$ cat config.mk
export PLATFORM = sky130hd
export DESIGN_NAME = stream_mux_arb
export DESIGN_NICKNAME = d
export VERILOG_FILES = /design/src/rtl/stream_mux_arb.sv
export SDC_FILE = /design/constraint.sdc
export NUM_CORES = 1
export LEC_CHECK = 0
export CAP_MARGIN = 20
export CORE_ASPECT_RATIO = 2
export CORE_UTILIZATION = 32
export DETAILED_ROUTE_END_ITERATION = 10
export GPL_ROUTABILITY_DRIVEN = 0
export PLACE_DENSITY = 0.7
export SETUP_SLACK_MARGIN = 0.4
export SLEW_MARGIN = 20
export SYNTH_ARGS = -nofsm -noshare
export SYNTH_HDL_FRONTEND = slang
export SYNTH_SLANG_ARGS = --single-unit
$ cat constraint.sdc
create_clock -name clk -period 3.05 [get_ports clk]
set_input_delay 0.4575 -clock clk [delete_from_list [all_inputs] [get_ports clk]]
set_output_delay 0.4575 -clock clk [all_outputs]
set_load 0.05 [all_outputs]
$ cat src/rtl/stream_mux_arb.sv
`default_nettype none
// ============================================================================
// Module   : stream_mux_arb
// Purpose  : N-channel registered stream multiplexer with valid/ready on every
//            input and on the output. The channel is picked by an external
//            index (MODE 0), by round-robin arbitration (MODE 1) or by fixed
//            priority with the lowest index winning (MODE 2). One output
//            register stage, full throughput, backpressure passes through.
// Ports    : clk, rst_n            - clock, asynchronous active-low reset
//            in_valid[N]           - per-channel valid
//            in_data[N*WIDTH]      - channel i at [i*WIDTH +: WIDTH]
//            in_ready[N]           - per-channel ready, at most one bit high
//            sel[SEL_W]            - channel index, used in MODE 0 only
//            out_valid/out_data    - registered output beat
//            out_sel[SEL_W]        - channel that supplied out_data
//            out_ready             - consumer accepts when high with out_valid
// Revision : 1.0 - initial release
// ============================================================================
module stream_mux_arb #(
  parameter int N     = 4,
  parameter int WIDTH = 8,
  parameter int MODE  = 1,
  parameter int SEL_W = $clog2(N)
) (
  input  logic                 clk,
  input  logic                 rst_n,
  input  logic [N-1:0]         in_valid,
  input  logic [N*WIDTH-1:0]   in_data,
  output logic [N-1:0]         in_ready,
  input  logic [SEL_W-1:0]     sel,
  output logic                 out_valid,
  output logic [WIDTH-1:0]     out_data,
  output logic [SEL_W-1:0]     out_sel,
  input  logic                 out_ready
);

  localparam int c_last_idx = N - 1;

  logic             r_out_valid;
  logic [WIDTH-1:0] r_out_data;
  logic [SEL_W-1:0] r_out_sel;

  logic             w_load;
  logic             w_take;
  logic             w_grant_act;
  logic [SEL_W-1:0] w_grant_idx;
  logic [WIDTH-1:0] w_grant_data;

  // base + off, wrapping past the last channel back to 0 (off < N)
  function automatic logic [SEL_W-1:0] wrap_add(input logic [SEL_W-1:0] base,
                                                input int off);
    int s;
    s = int'(base) + off;
    if (s > c_last_idx) s = s - N;
    return SEL_W'(s);
  endfunction

  // The output register can take a new beat when empty or draining now
  assign w_load = out_ready | ~r_out_valid;
  // A granted channel is always valid, so grant & load is the accept
  assign w_take = w_grant_act & w_load;

  generate
    if (MODE == 0) begin : g_manual
      // Comparing against every legal index makes sel >= N grant nothing
      always_comb begin
        w_grant_idx = sel;
        w_grant_act = 1'b0;
        for (int i = 0; i < N; i++) begin
          if (sel == SEL_W'(i)) w_grant_act = in_valid[i];
        end
      end
    end else if (MODE == 1) begin : g_round_robin
      logic [SEL_W-1:0] r_rr_ptr;
      logic             w_sel_unused;

      assign w_sel_unused = ^sel;

      // Scan from farthest to nearest so the nearest valid channel at or
      // after the pointer is the last (winning) assignment
      always_comb begin
        w_grant_idx = '0;
        w_grant_act = 1'b0;
        for (int k = c_last_idx; k >= 0; k--) begin
          if (in_valid[wrap_add(r_rr_ptr, k)]) begin
            w_grant_idx = wrap_add(r_rr_ptr, k);
            w_grant_act = 1'b1;
          end
        end
      end

      // Pointer moves just past the channel that was served
      always_ff @(posedge clk or negedge rst_n) begin
        if (!rst_n) begin
          r_rr_ptr <= '0;
        end else if (w_take) begin
          r_rr_ptr <= wrap_add(w_grant_idx, 1);
        end
      end
    end else begin : g_priority
      logic w_sel_unused;

      assign w_sel_unused = ^sel;

      // Downward scan: the lowest valid index is assigned last and wins
      always_comb begin
        w_grant_idx = '0;
        w_grant_act = 1'b0;
        for (int i = c_last_idx; i >= 0; i--) begin
          if (in_valid[i]) begin
            w_grant_idx = SEL_W'(i);
            w_grant_act = 1'b1;
          end
        end
      end
    end
  endgenerate

  always_comb begin
    w_grant_data = '0;
    for (int i = 0; i < N; i++) begin
      if (w_grant_idx == SEL_W'(i)) w_grant_data = in_data[i*WIDTH +: WIDTH];
    end
  end

  // rst_n gating keeps every ready low while the block is held in reset
  always_comb begin
    in_ready = '0;
    for (int i = 0; i < N; i++) begin
      if (rst_n && w_take && (w_grant_idx == SEL_W'(i))) in_ready[i] = 1'b1;
    end
  end

  // Output register: replace on accept, empty on load without accept,
  // otherwise hold (stalled beat stays stable)
  always_ff @(posedge clk or negedge rst_n) begin
    if (!rst_n) begin
      r_out_valid <= 1'b0;
      r_out_data  <= '0;
      r_out_sel   <= '0;
    end else if (w_load) begin
      if (w_take) begin
        r_out_valid <= 1'b1;
        r_out_data  <= w_grant_data;
        r_out_sel   <= w_grant_idx;
      end else begin
        r_out_valid <= 1'b0;
      end
    end
  end

  assign out_valid = r_out_valid;
  assign out_data  = r_out_data;
  assign out_sel   = r_out_sel;

endmodule
`default_nettype wire

## Yosys cells after proc, flatten, opt, wreduce, memory -nomap -nowiden

Cells that the tools add are included.
W data, S select, Z words.

- Bits in registers: 13
- Bits in latches: 0
- Bits in writable memories: 0
- ROM bits: 0
- Input bits: 41
- Output and inout bits: 15
- Logic and storage cells: 65
- Memories kept: 0

- Add/subtract/negate cells: 9
- Multiply operators: 0
- Div/mod/pow operators: 0
- $lt $le $gt $ge: 9
- Eq/ne operators: 3
- Shift operators: 0
- Mux-type cells: 30
- Bitwise logic cells: 3
- Reduce and logical (&&, ||, !) cells: 7

Operator list:

| operator | count |
|---|---|
| $mux W8 | 4 |
| $mux W2 | 9 |
| $mux W1 | 13 |
| $gt A3 B2 Y1 const B | 4 |
| $lt A2 B3 Y1 const B | 4 |
| $sub A2 B1 Y2 const B | 5 |
| $bmux W1 S2 | 4 |
| $add A2 B1 Y3 const B | 2 |
| $add A2 B2 Y3 const B | 2 |
| $logic_and A1 B1 Y1 | 5 |
| $eq A2 B2 Y1 const B | 2 |
| $eq A2 B1 Y1 const B | 1 |
| $gt A2 B2 Y1 const B | 1 |
| $logic_not A2 Y1 | 1 |
| $reduce_and A2 Y1 | 1 |
| $and A1 B1 Y1 | 1 |
| $not A1 Y1 | 1 |
| $or A1 B1 Y1 | 1 |

## Depth between registers and ports, before layout

Gate-level depths: netlist of run 1.

- Depth in word-level cells: 14
- Depth in mapped cells: 9
- Gate-level depth less buffers: 7

## Least setup slack after synthesis of run 1

Ideal clock, no wire load.

- Path kind: register to output
- Start: reg g_round_robin.r_rr_ptr[1]
- End: out in_ready[3]
- Data arrival time: 2,005 ps
- Data required time: 2,592 ps
- Slack: 587 ps
- Stages on the path, launching flop included: 7
- Path buffers: 2
- Cell sequence: dfrtp_1 nand2b_1 a311oi_1 ha_1 clkbuf_1 clkbuf_1 and3_2

- Elaborated cells on any way between the ends: 36

RTL lines:

| item | RTL line | RTL |
|---|---|---|
| start: declaration | 74 | `logic [SEL_W-1:0] r_rr_ptr;` |
| start signal: assignment | 97 | `r_rr_ptr <= wrap_add(w_grant_idx, 1);` |
| $add A2 B2 Y3 | 53 | `s = int'(base) + off;` |
| $gt A3 B2 Y1 or $sub A2 B1 Y2 (tied branches) | 54 | `if (s > c_last_idx) s = s - N;` |
| $mux W2 | 54 |  |
| $bmux W1 S2 | 85 | `if (in_valid[wrap_add(r_rr_ptr, k)]) begin` |
| $mux W1 (not written as such) | 85 |  |
| $mux W2 (3 in series) | 85 |  |
| $mux W2 * | 85 |  |
| named net w_grant_idx[0] | 46 | `logic [SEL_W-1:0] w_grant_idx;` |
| $eq A2 B2 Y1 * | 130 | `if (rst_n && w_take && (w_grant_idx == SEL_W'(i))) in_ready[i] = 1'b1;` |
| $logic_and A1 B1 Y1 * | 130 |  |
| $mux W1 * | 130 |  |
| end: declaration | 29 | `output logic [N-1:0] in_ready,` |

Mark *: on every way through the listed nets, which the timed path passes. The rest lies on a longest branch. The select of a mux whose other input is x is not followed.

## Worst setup path in the final report of run 1

- Start: in in_valid[2]
- End: out in_ready[0]

- Cells in the longest elaborated chain, start to end: 10
- Elaborated cells on any way between the ends: 21

RTL lines:

| item | RTL line | RTL |
|---|---|---|
| start: declaration | 27 | `input logic [N-1:0] in_valid,` |
| $bmux W1 S2 | 85 |  |
| $mux W1 (not written as such) | 85 |  |
| $mux W1 (4 in series) | 85 |  |
| $and A1 B1 Y1 | 61 | `assign w_take = w_grant_act & w_load;` |
| $logic_and A1 B1 Y1 | 130 |  |
| $logic_and A1 B1 Y1 * | 130 |  |
| $mux W1 * | 130 |  |

Mark *: on every way between the ends. The rest lies on a longest branch, timed or not. The select of a mux whose other input is x is not followed.

==> results.md, run 1 <==
* Run status: finished, final reports clean
* Max rail drop VDD at approximately 0.00029 V
* End of the worst register-to-register path: out_data[7]$_DFFE_PN0P_
* Largest buffer count on any clock path at 2
* Highest-count cells in the layout ignoring fill and taps: clkdlybuf4s50_1, a21oi_1, nand2_1, dfrtp_1
* Post-detailed-route wirelength per cell at roughly 14 um
* Post-detailed-route count of antenna-violating nets at 0
* Minimum clock period after layout at roughly 2.6 ns
* Clock slew at reported path FFs at around 0.06 ns
* Most instantiated flip-flop cell in the synthesis netlist: dfrtp_1
* First-pass GRT wire length at approximately 4300 um
* Initial antenna violation count at 0
* Max frequency at between 300 and 400 MHz
* Slowest Stage Delay on Critical Path at between 0.6 and 0.7 ns
* Kind of cell adding the most delay to the critical path: buffers and inverters
* Post-route setup TNS at 0 ns
* Largest net degree at the start of global routing at 17
* Critical Path AT at approximately 2.1 ns
* Top cell type's share of synthesized area at between 30% and 40%
* Final Max Slew Viols at 0
* Full die area at 3270 um^2
* CTS Hold Bufs at 0
* Final Hold Fails at 0
* Num CTS Buffers at 3
* Mean cell area of the mapped netlist at between 8 and 9 um^2
* Leakage power at between 0.6 and 0.7 nW
* Number of distinct library cells after synthesis at 31
* Number of nets produced by synthesis at roughly 160
* Port Buffers at 53
* Layout-stage area growth over the synthesis result at 68.0%
* Fin nets at 213
* Fraction of layout instances using a drive strength above 1 at 12.0%
* Residual DRC at 0
* Unrepaired setup endpoints after global routing: false
* Fraction of the yosys area taken by sequential cells at roughly a third
* Ys async rst share at 100%
* Max-cap viol count at 0
* Hold crit path type: input port to async pin
* Most frequent standard cell in the layout excluding fill and tap cells: clkdlybuf4s50_1
* Height of the die at 79.9 um
* Setup clock skew after layout at 0.00309 ns
* Register-to-register setup slack at approximately 0.8 ns
* DP Wirelength at between 2000 and 2500 um
* Number of flops mapped to enable cells by yosys at 0
* Number of warning messages in the yosys log at 0
* Overflow left after global routing at 0
* Total design power at between 1 and 1.5 mW
* Initial core utilization at about 33%
* Level count of the clock H-tree at 1
* Synth top area cells: dfrtp_1, a21oi_1, a221o_1
* Die width at between 40 and 50 um
* Number of placed I/O pins at 56
* Beginning of the worst register-to-register path: g_round_robin.r_rr_ptr[1]$_DFFE_PN0P_
* Final worst path period share at ~84%
* Number of global-route vias before repair at between 900 and 1,000
* Combined area of all synthesized cells at 971 um^2
* Standard cell core area at between 2000 and 3000 um^2
* Normalized max-slew margin at 62.4%
* Later-pin clock latency in the skew report at 0.24 ns
* Post-synthesis cell type with the largest combined area: dfrtp_1
* Synthesized flop and latch total at 13
* TritonCTS clock tree: done
* Highest fanout seen on the critical path at 6
* Row cnt at 28
* Overall global routing resource usage at ~18%
* Gate count after technology mapping at ~110
* Worst-case reg-to-reg path depth at 8
* Iteration-0 DRC count of the detailed router at 31
* Post-DR vias/cell at roughly 5.5
* Diode insertion count for antenna repair at 0
* Final Routed Wirelength at ~2700 um
* Critical path data required time at roughly 2.6 ns
* Total power density per cell area at between 700 and 800 nW/um^2
* Cells along the critical path: clkdlybuf4s50_1 > o21ai_1 > or3_1 > ha_1 > and3_1 > buf_12
* Total vias in the final route at 1,084
* Critical Path Source Type: input port
* Type of destination of the critical path: output port
* Drt pass-1 iters at 4
* Master of the slowest instance on the critical path: clkdlybuf4s50_1
* WP buf/inv at 2
* Type of the setup path with the least slack: input port to output port
* Filler Cell Count at between 200 and 300
* CTS sink cnt at 13
* Finish-stage setup viols at 0
* CTS root buf: clkbuf_8
* Actual slew at the worst max-slew pin at about 0.56 ns
timing repair:
action | CTS | global route
gates resized for setup | 3 | 3
endpoints found under the setup margin | 2 | 4
buffers inserted | 0 | 0
through the flow:
step / utilization [%] / worst slack [ns] / hold slack [ns] / instances / cell area, um^2
6_report: 56.1 / 0.477 / 0.495 / 197 / 1630
5_1_grt: 56.1 / 0.408 / 0.511 / 197 / 1630
4_1_cts: 55.7 / 0.435 / 0.500 / 197 / 1620
3_5_place_dp: 54.3 / 0.226 / 0.505 / 193 / 1580
3_3_place_gp: 54.3 / 0.270 / 0.508 / 193 / 1580
2_1_floorplan: - / 0.587 / 0.162 / 113 / 971
per-layer routing:
layer / vias to the layer above / wire length, um / track usage, %
li1: 535 / - / -
met1: 500 / 1060 / 21.6
met2: 43 / 1480 / 30.2
met3: 6 / 102 / 0
met4: 0 / 76 / 11.3
met5: - / 0 / 0
where the power goes:
| group | total, mW | internal, mW | switching (mW) |
|---|---|---|---|
| combinational | 0.791 | 0.340 | 0.451 |
| sequential | 0.285 | 0.239 | 0.0463 |
| clock | 0.154 | 0.0922 | 0.0618 |
cells in the mapped netlist (2+ instances only):
| master | instances |
|---|---|
| a31oi_1 | 8 |
| a21oi_1 | 16 |
| inv_1 | 8 |
| nand2b_1 | 2 |
| a221o_1 | 8 |
| o21ai_0 | 4 |
| a311o_1 | 2 |
| clkbuf_1 | 3 |
| dfrtp_1 | 13 |
| nand3b_1 | 8 |
| nand2_1 | 13 |
| buf_2 | 4 |
| and3_2 | 3 |
| ha_1 | 4 |
worst max-delay path by stage:
stage / slack [ns] / depth (start not counted) / end / from
after global routing: 0.41 / 6 / in_ready[1] / in_valid[2]
after floorplan: 0.59 / 5 / in_ready[0] / in_valid[0]
after global placement: 0.27 / 9 / out_data[1]$_DFFE_PN0P_ / in_valid[3]
after CTS: 0.43 / 7 / in_ready[0] / in_valid[1]
final: 0.48 / 6 / in_ready[0] / in_valid[2]
after detailed placement: 0.23 / 9 / out_data[0]$_DFFE_PN0P_ / in_valid[3]
cell type report:
cell class,count,area [um^2],area share [%]
timing repair buffer,59,616,37.7
multi-input combinational,83,578,35.4
sequential,13,325,19.9
clock buffer,4,45.0,2.76
tap,30,37.5,2.30
inverter,8,30.0,1.84
kinds of logic after synthesis:
| family | after synthesis | synth area share, % |
|---|---|---|
| adders and majority gates | 4 | 5.15 |
| buffers and inverters | 17 | 7.86 |
| and+or+nand+nor | 35 | 21.7 |
| muxes | 1 | 1.55 |
| AOI/OAI and AO/OA | 43 | 30.3 |
| DFF | 13 | 33.5 |
state kept, by name, indices dropped and copies added (netlist names):
register	flops
g_round_robin.r_rr_ptr	2
out_data	8
out_sel	2
out_valid	1
worst register-to-register path, cell delays in order, from the launching register on:
cell and delay [ns]:
dfrtp_1 0.43, nand2b_1 0.20, o21ai_1 0.12, or3_1 0.36, ha_1 0.21, buf_4 0.18, nand3b_1 0.16, a221o_1 0.31
a31oi_1 0.17
Note: power is estimated with default switching activity, not from simulation.
==> run 2: changes to the inputs <==
Clock period 3.05 ns to 2.6 ns, I/O delays scaled along.
==> results.md, run 2 (synthesis gave the netlist of run 1 again) <==
* Run status: finished, final reports clean
* Die width at 41.0 um
* First-pass GRT wire length at roughly 5000 um
* Type of the setup path with the least slack: flop to output port
* Overall global routing resource usage at 21.8%
* Finish-stage setup viols at 0
* Crit path setup slack, layout at a little under 0.4 ns
* Overflow left after global routing at 0
* Total placed instance area at about 1700 um^2
* TritonCTS clock tree: done
* Initial core utilization at approximately a third
* Final Hold Fails at 0
* Critical path startpoint: g_round_robin.r_rr_ptr[1]$_DFFE_PN0P_
* Layout-stage area growth over the synthesis result at 87.6%
* Port Buffers at 53
* Master of the slowest instance on the critical path: dfrtp_2
* Critical path data required time at between 2 and 2.5 ns
* Max-cap viol count at 0
* Clock slew at reported path FFs at about 0.060 ns
* Final hold slack at 0.440 ns
* End of the worst register-to-register path: out_data[3]$_DFFE_PN0P_
* Critical Path AT at between 1.5 and 2 ns
* CTS sink cnt at 13
* Post-DR vias/cell at about 5.8
* Cells along the critical path: buf_6 > nor3b_4 > a311o_1 > ha_2 > and3_4 > buf_12
* Post-detailed-route wirelength per cell at approximately 15 um
* Setup clock skew after layout at just over 0.007 ns
* Critical Path Sink: in_ready[2]
* WP buf/inv at 2
* Actual slew at the worst max-slew pin at around 0.5 ns
* Drt pass-1 iters at 4
* Count of non-filler cells in the finished layout at slightly above 200
* Type of destination of the critical path: output port
* Number of global-route vias before repair at around 1,100
* Total power density per cell area at 894 nW/um^2
* Max rail drop VDD at 0.000458 V
* CTS Hold Bufs at 0
* Register-to-register setup slack at 0.44 ns
* Post-route setup TNS at 0 ns
* Slowest Stage Delay on Critical Path at roughly 0.44 ns
* Most frequent standard cell in the layout excluding fill and tap cells: clkdlybuf4s50_1
* Normalized max-slew margin at 66.0%
* Worst setup timing slack at the placement stage at -0.271 ns
* Kind of cell adding the most delay to the critical path: flip-flops
* Diode insertion count for antenna repair at 0
* Total design power at 1.63 mW
* Max frequency at between 400 and 500 MHz
* Standard cell core area at between 2000 and 3000 um^2
* Num CTS Buffers at 3
* Beginning of the worst register-to-register path: g_round_robin.r_rr_ptr[1]$_DFFE_PN0P_
* Non-Filler Cell Area, Final at 1820 um^2
* Largest buffer count on any clock path at 2
* Post-detailed-route count of antenna-violating nets at 0
* Number of placed I/O pins at 56
* Full die area at between 3000 and 4000 um^2
* Fraction of layout instances using a drive strength above 1 at 26.0%
* Hold crit path type: input port to async pin
* Flip-flop count of the largest register after layout at 8
* Iteration-0 DRC count of the detailed router at 38
* Later-pin clock latency in the skew report at ~0.24 ns
* Leakage power at ~0.73 nW
* Highest fanout seen on the critical path at 6
* Post-Route Utilization at 62.7%
* Cell count after placement at just under 200
* Fin nets at between 200 and 250
* Largest net degree at the start of global routing at 17
* Logic depth of the worst path, buffers included at 6
* Residual DRC at 0
* CTS root buf: clkbuf_8
* Final Routed Wirelength at 3200 um
* Height of the die at roughly 80 um
* Total vias in the final route at 1,193
* Row cnt at 28
* Level count of the clock H-tree at 1
* Unrepaired setup endpoints after global routing: true
* Critical Path Source Type: flop
* Final worst path period share at 85.0%
* Minimum clock period after layout at ~2.2 ns
* DP Wirelength at 2460 um
* Worst-case reg-to-reg path depth at 8
* Initial antenna violation count at 0
* Final Max Slew Viols at 0
* Highest-count cells in the layout ignoring fill and taps: clkdlybuf4s50_1, a21oi_1, nand2_1, buf_4, dfrtp_1
run 2: how the worst min path moves through the flow:
stage                      startpoint                                     to  slack, ns  depth (start not counted)
2_1_floorplan                   rst_n  g_round_robin.r_rr_ptr[0]$_DFFE_PN0P_       0.09                          0
3_3_place_gp   out_sel[0]$_DFFE_PN0P_                 out_sel[0]$_DFFE_PN0P_       0.50                          2
3_5_place_dp   out_sel[1]$_DFFE_PN0P_                 out_sel[1]$_DFFE_PN0P_       0.49                          2
4_1_cts                         rst_n                 out_sel[0]$_DFFE_PN0P_       0.44                          1
5_1_grt                         rst_n                 out_sel[0]$_DFFE_PN0P_       0.47                          1
6_report                        rst_n                 out_sel[0]$_DFFE_PN0P_       0.44                          1
run 2: final cells by class:
type / count / area, um^2
well taps: 30 / 37.5
multi-input cells: 83 / 667
flip-flops and latches: 13 / 328
clock buffers: 4 / 45.0
repair buffers: 69 / 714
inverters: 8 / 30.0
fillers: 259 / 1090
run 2: per-layer routing:
| metal | GRT usage (%) | routed length, um | vias up |
|---|---|---|---|
| li1 | - | - | 554 |
| met1 | 26.6 | 1220 | 576 |
| met2 | 36.6 | 1750 | 55 |
| met3 | 0.836 | 148 | 8 |
| met4 | 9.67 | 82 | 0 |
| met5 | 0 | 0 | - |
run 2: report_power, final:
part	switching [mW]	leakage, nW	internal (mW)
logic	0.596	0.555	0.511
clock network	0.0735	0.0228	0.108
registers	0.0574	0.147	0.282
run 2: timing repair:
| action | in CTS | in global routing |
|---|---|---|
| pin swaps | 6 | 12 |
| endpoints found under the setup margin | 12 | 12 |
| resized for setup | 19 | 12 |
| setup buffers | 4 | 0 |
